<file path="src/rtl/ser2par_pkg.sv">
// Shared constants and helpers for the serial-to-parallel collector.
// Build option: define SER2PAR_PINGPONG_EN for two banks; otherwise a single bank.
package ser2par_pkg;

`ifdef SER2PAR_PINGPONG_EN
    localparam int unsigned NBANKS = 2;
`else
    localparam int unsigned NBANKS = 1;
`endif

    // Lane index width; at least one bit so the index register always exists.
    function automatic int unsigned idx_width(input int unsigned n);
        return (n < 2) ? 1 : $clog2(n);
    endfunction

    // Bit offset of a lane inside the flat packed vector.
    function automatic int unsigned lane_lsb(input int unsigned lane, input int unsigned dw);
        return lane * dw;
    endfunction

endpackage

</file>
<file path="src/rtl/ser2par_bank.sv">
// One N x DW sample bank: lane-addressed write port, flat packed read port.
module ser2par_bank
    import ser2par_pkg::*;
#(
    parameter int unsigned DW = 8,
    parameter int unsigned N  = 8,
    parameter int unsigned IW = 3
) (
    input  logic            CLK,
    input  logic            we_i,
    input  logic [IW-1:0]   lane_i,
    input  logic [DW-1:0]   dat_i,
    output logic [N*DW-1:0] rd_o
);

    logic [N*DW-1:0] mem_q;

    // Sample storage; contents carry no reset value.
    always_ff @(posedge CLK) begin
        for (int unsigned k = 0; k < N; k++) begin
            if (we_i && (lane_i == IW'(k))) begin
                mem_q[lane_lsb(k, DW) +: DW] <= dat_i;
            end
        end
    end

    assign rd_o = mem_q;

endmodule

</file>
<file path="src/rtl/ser2par_buf.sv">
// Serial-to-parallel collector with optional ping-pong banking.
// Build option: SER2PAR_PINGPONG_EN selects two banks; undefined uses one bank.
module ser2par_buf
    import ser2par_pkg::*;
#(
    parameter int unsigned DW = 8,
    parameter int unsigned N  = 8
) (
    input  logic            CLK,
    input  logic            RST,
    input  logic            STBi,
    input  logic [DW-1:0]   DATi,
    input  logic            SOFi,
    output logic            ACKi,
    output logic            STBo,
    output logic [N*DW-1:0] DATo,
    input  logic            ACKo,
    output logic            SYNC_ERRo
);

    localparam int unsigned IW       = idx_width(N);
    localparam logic [IW-1:0] LAST   = IW'(N - 1);
    localparam bit            PINGPONG = (NBANKS == 2);

    logic [IW-1:0] idx_q, idx_d;
    logic          wb_q, wb_d;
    logic          rb_q, rb_d;
    logic [1:0]    full_q, full_d;
    logic          stb_q, stb_d;
    logic          err_q, err_d;

    logic          ack_in_c;
    logic          drain_c;
    logic [IW-1:0] wr_lane_c;

    // Bookkeeping registers.
    always_ff @(posedge CLK) begin
        if (RST) begin
            idx_q  <= '0;
            wb_q   <= 1'b0;
            rb_q   <= 1'b0;
            full_q <= '0;
            stb_q  <= 1'b0;
            err_q  <= 1'b0;
        end else begin
            idx_q  <= idx_d;
            wb_q   <= wb_d;
            rb_q   <= rb_d;
            full_q <= full_d;
            stb_q  <= stb_d;
            err_q  <= err_d;
        end
    end

    // Fill and drain control; a fill and a drain of different banks apply together.
    always_comb begin
        idx_d     = idx_q;
        wb_d      = wb_q;
        rb_d      = rb_q;
        full_d    = full_q;
        err_d     = err_q;
        wr_lane_c = idx_q;
        ack_in_c  = STBi & ~full_q[wb_q];
        drain_c   = stb_q & ACKo;

        if (drain_c) begin
            full_d[rb_q] = 1'b0;
            if (PINGPONG) begin
                rb_d = ~rb_q;
            end
        end

        if (ack_in_c) begin
            if (SOFi) begin
                wr_lane_c = '0;
                idx_d     = IW'(1);
                if (idx_q != '0) begin
                    err_d = 1'b1;
                end
            end else if (idx_q == LAST) begin
                idx_d        = '0;
                full_d[wb_q] = 1'b1;
                if (PINGPONG) begin
                    wb_d = ~wb_q;
                end
            end else begin
                idx_d = idx_q + IW'(1);
            end
        end

        stb_d = full_d[rb_d];
    end

    assign ACKi      = ack_in_c;
    assign STBo      = stb_q;
    assign SYNC_ERRo = err_q;

`ifdef SER2PAR_PINGPONG_EN
    logic [N*DW-1:0] rd0, rd1;

    ser2par_bank #(.DW(DW), .N(N), .IW(IW)) u_bank0 (
        .CLK    (CLK),
        .we_i   (ack_in_c & ~wb_q),
        .lane_i (wr_lane_c),
        .dat_i  (DATi),
        .rd_o   (rd0)
    );

    ser2par_bank #(.DW(DW), .N(N), .IW(IW)) u_bank1 (
        .CLK    (CLK),
        .we_i   (ack_in_c & wb_q),
        .lane_i (wr_lane_c),
        .dat_i  (DATi),
        .rd_o   (rd1)
    );

    assign DATo = rb_q ? rd1 : rd0;
`else
    logic [N*DW-1:0] rd0;

    ser2par_bank #(.DW(DW), .N(N), .IW(IW)) u_bank0 (
        .CLK    (CLK),
        .we_i   (ack_in_c),
        .lane_i (wr_lane_c),
        .dat_i  (DATi),
        .rd_o   (rd0)
    );

    assign DATo = rd0;
`endif

endmodule

</file>
<file path="config.mk">
export PLATFORM = sky130hd
export DESIGN_NAME = ser2par_buf
export DESIGN_NICKNAME = d
export VERILOG_FILES = /design/src/rtl/ser2par_pkg.sv /design/src/rtl/ser2par_bank.sv /design/src/rtl/ser2par_buf.sv
export SDC_FILE = /design/constraint.sdc
export NUM_CORES = 1
export LEC_CHECK = 0
export CORE_AREA = 2 2 79 81
export DETAILED_ROUTE_END_ITERATION = 8
export DIE_AREA = 0 0 81 83
export PLACE_DENSITY = 0.7
export SLEW_MARGIN = 20
export SYNTH_ARGS = -nofsm -noshare
export SYNTH_HDL_FRONTEND = slang
export SYNTH_SLANG_ARGS = --single-unit
</file>
<file path="constraint.sdc">
create_clock -name CLK -period 3.94 [get_ports CLK]
set_input_delay 0.394 -clock CLK [delete_from_list [all_inputs] [get_ports CLK]]
set_output_delay 0.394 -clock CLK [all_outputs]
set_load 0.05 [all_outputs]
</file>
After elaboration in Yosys (flattened, before gate mapping) --
Cells that the tools add are included.
Storage, ports and cells: register bits after elaboration 71, word-level logic and storage cells 43, output and inout port bits 67, input bits 13
Operators by class: reductions and logical operators 11, add/sub/neg operators 1, bitwise logic cells 3, equality and inequality tests 8, multiplexer cells 8
Operators with widths (number):
- == test 3 bit, second input constant | 5
- 2-to-1 mux 3 bit | 4
- logical AND 1 bit | 8
- == test 3 x 2 -> 1 bit, second input constant | 2
- 2-to-1 mux 1 bit | 4
- adder 3 x 1 -> 3 bit, second input constant | 1
- == test 3 x 1 -> 1 bit, second input constant | 1
- zero test 3 bit | 1
- AND reduction 3 bit | 1
- nonzero test 3 bit | 1
- AND 1 bit | 2
- NOT 1 bit | 1

Depth between registers and ports, before layout --
depth in word-level cells 5, gate-level depth with buffers 5, depth with buffers taken out 5

Hierarchy --
From an unflattened synthesis, not the netlist that was laid out.
Unflattened totals: cell total of the unflattened synthesis 102, area total of the unflattened synthesis 2297.2 µm²
By module, submodules not included:
- ser2par_bank | area an instance 2018.2 µm², cells an instance 72, times used 1, sequential area each 1921.8 µm²
- ser2par_buf | area an instance 279.0 µm², cells an instance 30, times used 1, sequential area each 100.1 µm²

Worst setup path after synthesis --
Ideal clock, no wire load.
path kind register to register, start point reg STBo (netlist name), end point reg u_bank0.mem_q[16], in the netlist u_bank0.rd_o[16], enable pin, cell stages (with the launch flop) 5, period minus slack after synthesis 2.143 ns, data required time 3.557 ns, slack 1.797 ns, path buffers 1, arrival 1.759 ns, library setup time 0.383 ns, path through dfxtp_1 > nand2b_4 > buf_6 > or3_4 > nor3_1
RTL lines:
- end signal: indexed assignment | line ser2par_bank.sv:22 | mem_q[lane_lsb(k, DW) +: DW] <= dat_i;
- end: declaration | line ser2par_bank.sv:16 | logic [N*DW-1:0] mem_q;

Final worst setup path --
start point in STBi, end point out ACKi
Between the ends: word-level cells in the longest chain between the ends 1
Ends and longest elaborated chain:
- start: declaration | line ser2par_buf.sv:11 | input logic STBi,
- AND 1 bit | line ser2par_buf.sv:63 | ack_in_c = STBi & ~full_q[wb_q];
- end: declaration | line ser2par_buf.sv:14 | output logic ACKi,
No other way between the ends.

==> impl_metrics.csv <==
group,metric,value,unit
status,outcome,"completed",
synthesis,synth_area,0.00227,mm²
synthesis,synth_nets,123,
final_layout,layout-drive-gt1-share,10.4,%
routing,drc,0,
grt,grt_pass1_vias,1317,
power_and_ir_drop,peakVddDrop,0.000227,V
worst_setup_path,cp_top_family,"buffers and inverters",
clock_tree,postCtsSetupRepairBufs,0,
worst_setup_path,crit_arrival,1.97,ns
routing,wirelength,4840,µm
power_and_ir_drop,p_leak,0.00113,µW
clock_tree,cts_tree,"built",
synthesis,ys_types,17,
timing,worstMarginPinSlew,1.04,ns
timing,max_freq,424,MHz
worst_setup_path,worstPathRequired,3.55,ns
synthesis,yosysMostFrequentCell,"edfxtp_1",
routing,drt_iter0_markers,85,
placement,place.port_buffers,79,
synthesis,synth_fa_ha_area_share,1.66,%
final_layout,area_growth,48.6,%
die,die_area,0.00672,mm²
worst_setup_path,cpPeakStageDelay,0.82,ns
die,die_w,81,µm
synthesis,synth_top_family_by_area,"simple AND/OR/NAND/NOR gates",
clock_tree,clkSinkCount,69,
grt,grt_util_met3,5.00,%
clock_tree,cts_resized,0,
final_layout,regArea,0.00202,mm²
routing,vias_per_cell,4.73,
grt,overflow,0,
synthesis,synth_edf_count,64,
worst_setup_path,worst-path-buf-inv,3,
grt,grt_first_pass_wirelength,7260,µm
worst_hold_path,worstHoldStart,"SYNC_ERRo",
worst_setup_path,regToRegSetupSlack,1.87,ns
clock_tree,clkLatencyLatePin,0.33,ns
synthesis,synth_top_area_share,84.8,%
timing,rsz0062_at_grt,"false",
worst_setup_path,cp_slowest_cell,"clkdlybuf4s50_1",
die,initial_utilization,39.0,%
grt,antenna_found_initial,0,
clock_tree,postCtsHoldBufs,0,
timing,slew_viol_final,0,
timing,timing.final.crit_period,2.36,ns
final_layout,diodes,0,
placement,gp_congestion,0.768,
routing,ant_nets,0,
worst_setup_path,critPathMostFrequentCell,"clkdlybuf4s50_1",
synthesis,syn_inst,107,
timing,worst_hold_slack,0.490,ns
synthesis,synth_area_leader_cell,"edfxtp_1",
synthesis,synthArstFlopShare,0,%
power_and_ir_drop,totalPowerFinal,1490,µW
die,rows,28,
synthesis,yosys.area_share.simple,6.35,%
worst_hold_path,holdCritPathClass,"reg -> reg",
worst_hold_path,hold_depth,2,
synthesis,synth_seq_cells,69,
routing,wl_per_cell,17.5,µm
timing,hold_violations,0,
clock_tree,clk_pin_slew,0.06,ns
worst_setup_path,crit_path_start,"STBi",
worst_setup_path,timing.rr.end,"u_bank0.rd_o[48]",
grt,gr-usage-all-layers,15.5,%
final_layout,post-route-util,57.9,%
clock_tree,cts_max_path_buffers,2,
worst_hold_path,whs_endpoint,"SYNC_ERRo",
timing,fin_worst_skew,0.00578,ns
synthesis,yosysWarningCount,0,
die,design.core.area,0.00582,mm²
synthesis,synth-xor-area-share,0,%
worst_setup_path,cp_max_fo,11,
placement,dp_hpwl,3370,µm
synthesis,synth-compound-area-share,1.27,%
final_layout,multi_input_area,229,µm²
grt,globalRouteMet2Util,24.1,%
worst_setup_path,r2r_start,"idx_q[1]",
grt,grt-busiest-layer,"met2",
worst_setup_path,end_kind,"primary output",
synthesis,ys_top_cells_by_area,"edfxtp_1 85%, dfxtp_1 4.4%, ha_1 1.7%",
timing,fin_tns_setup,0,ns
routing,vias,1309,
timing,finalSetupViolCount,0,
worst_setup_path,crit_path_start_kind,"primary input",
synthesis,synth.area.mux_share,0,%
final_layout,fillers,445,
synthesis,ys.flop_type,"edfxtp_1",
grt,use_met1,19.0,%
die,ioPinCount,80,
synthesis,yosysSeqAreaShare,89.2,%
synthesis,synth_common_cells,"64 x edfxtp_1, 7 x nor2_1, 5 x dfxtp_1",
timing,period_share,59.9,%
worst_setup_path,criticalPathCategory,"in -> out",
flow_run,cap_violations,0,
synthesis,syn_avg_cell_area,21.2,µm²
die,die_y,83,µm
routing,detail_route.first_pass.iterations,5,
final_layout,nNetsFinal,213,
worst_setup_path,crit_chain,"clkdlybuf4s50_1, nand2b_4, inv_1, clkdlybuf4s50_1",
power_and_ir_drop,cellPowerDensity,443,mW/mm²
timing,slew_headroom,29.9,%
worst_setup_path,reg2reg_depth,3,
clock_tree,numCtsBuffers,9,
clock_tree,root_buffer,"clkbuf_8",
clock_tree,cts_max_level,3,
grt,grt_max_degree,12,
-- how the worst max path moves through the flow --
stage	to	cells after the start
final	ACKi	4
after global routing	ACKi	4
after CTS	ACKi	4
after detailed placement	u_bank0.rd_o[55]	3
after global placement	u_bank0.rd_o[51]	3
after floorplan	u_bank0.rd_o[16]	4
-- area by class of cell --
type                            count  area share [%]
Timing Repair Buffer               81            23.9
Clock inverter                      5            2.23
Clock buffer                       11            3.90
Sequential cell                    69            60.0
Multi-Input combinational cell     33            6.80
Tap cell                           75            2.79
Inverter                            3           0.334
-- state kept, by name, indices dropped and copies added (netlist names) --
signal and flops:
SYNC_ERRo 1, STBo 1, idx_q 3, u_bank0.rd_o 64
-- worst register-to-register path, cell delays in order (launching register included) --
cell and delay (ns):
dfxtp_1 0.49, inv_1 0.10, or3_4 0.42, nor2_1 0.68
-- cells in the final DEF, fill, tap and decap left out, types with 4 or more instances in the layout --
cell type / count
nor2_1: 7
clkdlybuf4s50_1: 79
nand2_1: 4
dfxtp_1: 5
clkbuf_8: 9
edfxtp_1: 64
-- where the power goes --
part	internal, µW	total (µW)	switching (µW)
logic	29.6	86.4	56.8
registers	811	816	5.20
clock network	353	589	235
-- through the flow --
step	setup WS [ns]	cell area, µm²	instances
6_report	1.58	3370	277
3_5_place_dp	1.43	3160	261
2_1_floorplan	1.80	2270	107
4_1_cts	1.59	3370	277
3_3_place_gp	1.54	3160	261
5_1_grt	1.53	3370	277
-- logic make-up (layout without fill, tap and decap cells) --
group           count (synthesis)  count (layout)
buf+inv                         5             100
fa+ha+maj                       3               3
compound gates                  5               5
simple gates                   25              25
flops                          69              69
-- layer usage --
layer,up-vias,routed length [µm]
li1,589,-
met5,-,0
met4,0,75
met3,6,422
met1,640,1940
met2,74,2400
Power figures use the tool's default switching activity.
==> patch 1 (same settings) <==
`DW` is set to 8 in 2 places; all go to 10.
--- a/src/rtl/ser2par_bank.sv
+++ b/src/rtl/ser2par_bank.sv
@@ -4,3 +4,3 @@
 #(
-    parameter int unsigned DW = 8,
+    parameter int unsigned DW = 10,
     parameter int unsigned N  = 8,
--- a/src/rtl/ser2par_buf.sv
+++ b/src/rtl/ser2par_buf.sv
@@ -5,3 +5,3 @@
 #(
-    parameter int unsigned DW = 8,
+    parameter int unsigned DW = 10,
     parameter int unsigned N  = 8
Ports: changed (resized DATi and DATo); port bits go from 80 to 98. The function was not compared with the original's and may differ.
==> patch 1 against the original RTL <==
Count of clock-buffer cells in the layout unchanged. Synthesized area increased by 21%. Total power rose by 14%. Final area increased by 20%. Wire length rose by 26%. Sequential power increased by 24%. Sequential cell count grew 16. Setup slack got worse by 0.020 ns. Register-to-register slack got worse by 0.12 ns.
==> patch 1: results (changes against the original RTL) <==
* Outcome: finished clean (unchanged)
* WHS Endpoint: STBo$_SDFF_PP0_ (was SYNC_ERRo$_SDFFE_PP0P_)
* Reg2reg setup slack at 1.75 ns (was 1.87 ns)
* Register area share after synthesis at 91.1% (was 89.2%)
* Sequential logic power at 1010 µW (was 816 µW)
* Area of the multi-input gates at 245 µm² (was 229 µm²)
* Clock latency on the worst-skew pair at 0.35 ns (was 0.33 ns)
* Detailed Route Iter0 Violations at 74 (was 85)
* Flops & latches, synth at 85 (was 69)
* Hold WS at 0.488 ns (was 0.490 ns)
* Share of power burned in the clock network at 34.9% (was 39.5%)
* Layout net count at 252 (was 213)
* Synthesized Nets at 141 (was 123)
* GRT Overall Usage at 18.6% (was 15.5%)
* Clk_skew at 0.0103 ns (was 0.00578 ns)
* Largest register FFs at 80 (was 64)
* Fraction of area in registers at 61.7% (was 60.0%)
* Routability cong. at 0.833 (was 0.768)
* Slew headroom at 35.2% (was 29.9%)
* Global-route wire length before repair at 8820 µm (was 7260 µm)
* Clock-cell share of area at 4.75% (was 6.13%)
* Routed WL at 6090 µm (was 4840 µm)
* Switching share of power at 21.9% (was 19.9%)
* Leak at 0.00135 µW (was 0.00113 µW)
* Peak supply drop at 0.269 mV (was 0.227 mV)
* Non-clock buffering overhead at 24.9% (was 23.9%)
* Plain + repair buffers at 102 (was 81)
* Clock-pin transition on the worst setup and hold timing paths at 0.08 ns (was 0.06 ns)
* Worst R2R End: u_bank0.rd_o[26]$_DFFE_PP_ (was u_bank0.rd_o[48]$_DFFE_PP_)
* TritonRoute pass-1 iters at 6 (was 5)
[patch 1: cell types whose count changed after synthesis, sizes merged]
cell	change
edfxtp	+16
[patch 1: per-stage QoR]
stage               instance area (µm²)  setup slack (ns)  std cells  util (%)  power (µW)
floorplan                          2750              1.66        123         -        1080
global placement                   3850              1.41        298      66.2        1130
detailed placement                 3860              1.28        298      66.4        1130
CTS                                4050              1.55        314      69.7        1710
global route                       4050              1.49        314      69.7        1750
finish                             4050              1.56        314      69.7        1700
[patch 1: layer usage]
layer  track usage (%)  share of wire (%)  up-vias
met5                 0                  0        -
met4              6.93                1.3        0
met3              3.70                6.8        8
met2              30.5                 50       81
met1              24.4                 42      729
li1                  -                  -      701
[patch 1: cell families after synthesis]
group	share of synthesized area, %
flops	91.1
compound gates	1.05
buf+inv	1.23
fa+ha+maj	1.37
simple gates	5.24
[patch 1: tightest hold or removal path, delay by kind of cell (launching register included)]
kind,cells,cell delay [ns]
flops,1,0.33
simple gates,1,0.07
compound gates,1,0.05
==> patch 2 (config.mk and constraints unchanged) <==
Without the edit above. Make the reset (`RST`) asynchronous in one clocked block.
--- a/src/rtl/ser2par_buf.sv
+++ b/src/rtl/ser2par_buf.sv
@@ -36,3 +36,3 @@
     // Bookkeeping registers.
-    always_ff @(posedge CLK) begin
+    always_ff @(posedge CLK or posedge RST) begin
         if (RST) begin
Behaviour: differs if RST is asserted again (counterexample within 4 cycles, from zero or initial values and one cycle with RST high); with RST held inactive, the same outputs for 10 cycles.
==> patch 2 against the original RTL <==
Die area is the same. Synthesized area grew 1.8%. Critical path depth is the same. Final area grew 0.71%. Sequential cell count is the same. First-iteration DRC count shrank 45%. Setup slack lost 0.091 ns. Wire length shrank 5.8%. Largest cell class unchanged.
Power is not compared: it rests on default switching activity, and its combinational part moved more than twofold at a synthesized area within 25%.
==> patch 2: results (changes against the original RTL) <==
* Routability cong. at 0.805 (was 0.768)
* GRT Overall Usage at 14.3% (was 15.5%)
* Outcome: finished clean (unchanged)
* Global-route wire length before repair at 6620 µm (was 7260 µm)
* Routed WL at 4560 µm (was 4840 µm)
* Worst Hold Class: input port to async pin (was flop to flop)
* Vias in the first global route at 1243 (was 1317)
* Worst R2R End: u_bank0.rd_o[0]$_DFFE_PP_ (was u_bank0.rd_o[48]$_DFFE_PP_)
* Synth unique cells at 23 (was 17)
* Placed Instances at 259 (was 261)
* Detailed Route Iter0 Violations at 47 (was 85)
* Worst-Margin Slew at 1.00 ns (was 1.04 ns)
* Share of post-route cells with drive strength above 1 at 13.6% (was 10.4%)
* Area post-placement at 3240 µm² (was 3160 µm²)
* Register area share after synthesis at 88.7% (was 89.2%)
* Clk_skew at 0.00572 ns (was 0.00578 ns)
* Final non-filler cell total at 274 (was 277)
* Ys async rst share at 7.25% (was 0%)
* Number of fill cells at 444 (was 445)
* Avg Inst Size Synth at 22.6 µm² (was 21.2 µm²)
* CP max FO at 6 (was 11)
* FF-to-FF Start: idx_q[0]$_DFFE_PP0N_ (was idx_q[1]$_SDFFE_PP0N_)
* Layout net count at 211 (was 213)
* TritonRoute pass-1 iters at 4 (was 5)
* R2R cell count at 2 (was 3)
[patch 2: changes by cell type after synthesis, moves of 3 or more]
cell | before | now
dfrtp_1 | 0 | 5
nor2_1 | 7 | 3
nand2_1 | 4 | 1
dfxtp_1 | 5 | 0
[patch 2: critical path, delay by kind of cell]
family / cells / cell delay, ns
AND/OR/NAND/NOR: 1 / 0.13
buffers and inverters: 3 / 1.54
[patch 2: metal layers]
metal	vias up	part of all wire [%]	track usage [%]
met2	70	50	23.4
met5	-	0	0
li1	579	-	-
met4	0	2.5	7.70
met1	582	39	16.7
met3	10	8.1	3.91
[patch 2: cell type report]
class / count / area [µm²] / area share (%)
multi-input cells: 26 / 249 / 7.34
repair buffers: 83 / 821 / 24.2
well taps: 75 / 93.8 / 2.77
flip-flops and latches: 69 / 2050 / 60.3
clock buffers: 10 / 128 / 3.76
clock inverters: 5 / 28.8 / 0.848
inverters: 6 / 25.0 / 0.738
[patch 2: report_power, final]
group          internal [µW]  switching [µW]  leakage, µW
sequential               842            25.7     0.000641
clock                    220             234    0.0000756
combinational           81.7             148     0.000442
total                   1140             407      0.00116
[patch 2: worst max-delay path by stage]
stage,from,end
6_report,STBi,ACKi
3_3_place_gp,STBi,ACKi
2_1_floorplan,STBo$_DFF_PP0_,u_bank0.rd_o[16]$_DFFE_PP_
5_1_grt,STBi,ACKi
4_1_cts,STBi,ACKi
3_5_place_dp,STBi,ACKi
[patch 2: kinds of logic (layout without fill, tap and decap cells)]
| kind of cell | after synthesis | after routing | synth area share [%] |
|---|---|---|---|
| buffers and inverters | 7 | 104 | 1.30 |
| DFF | 69 | 69 | 88.7 |
| AOI/OAI and AO/OA | 5 | 5 | 1.63 |
| adders and majority gates | 3 | 3 | 1.63 |
| muxes | 2 | 2 | 1.30 |
| and+or+nand+nor | 16 | 16 | 5.42 |
[patch 2: stage by stage]
step                setup WS, ns  hold WS [ns]
finish                      1.49         0.244
global route                1.43         0.263
CTS                         1.48         0.240
detailed placement          1.50         0.486
global placement            1.55         0.460
floorplan                   1.84         0.173
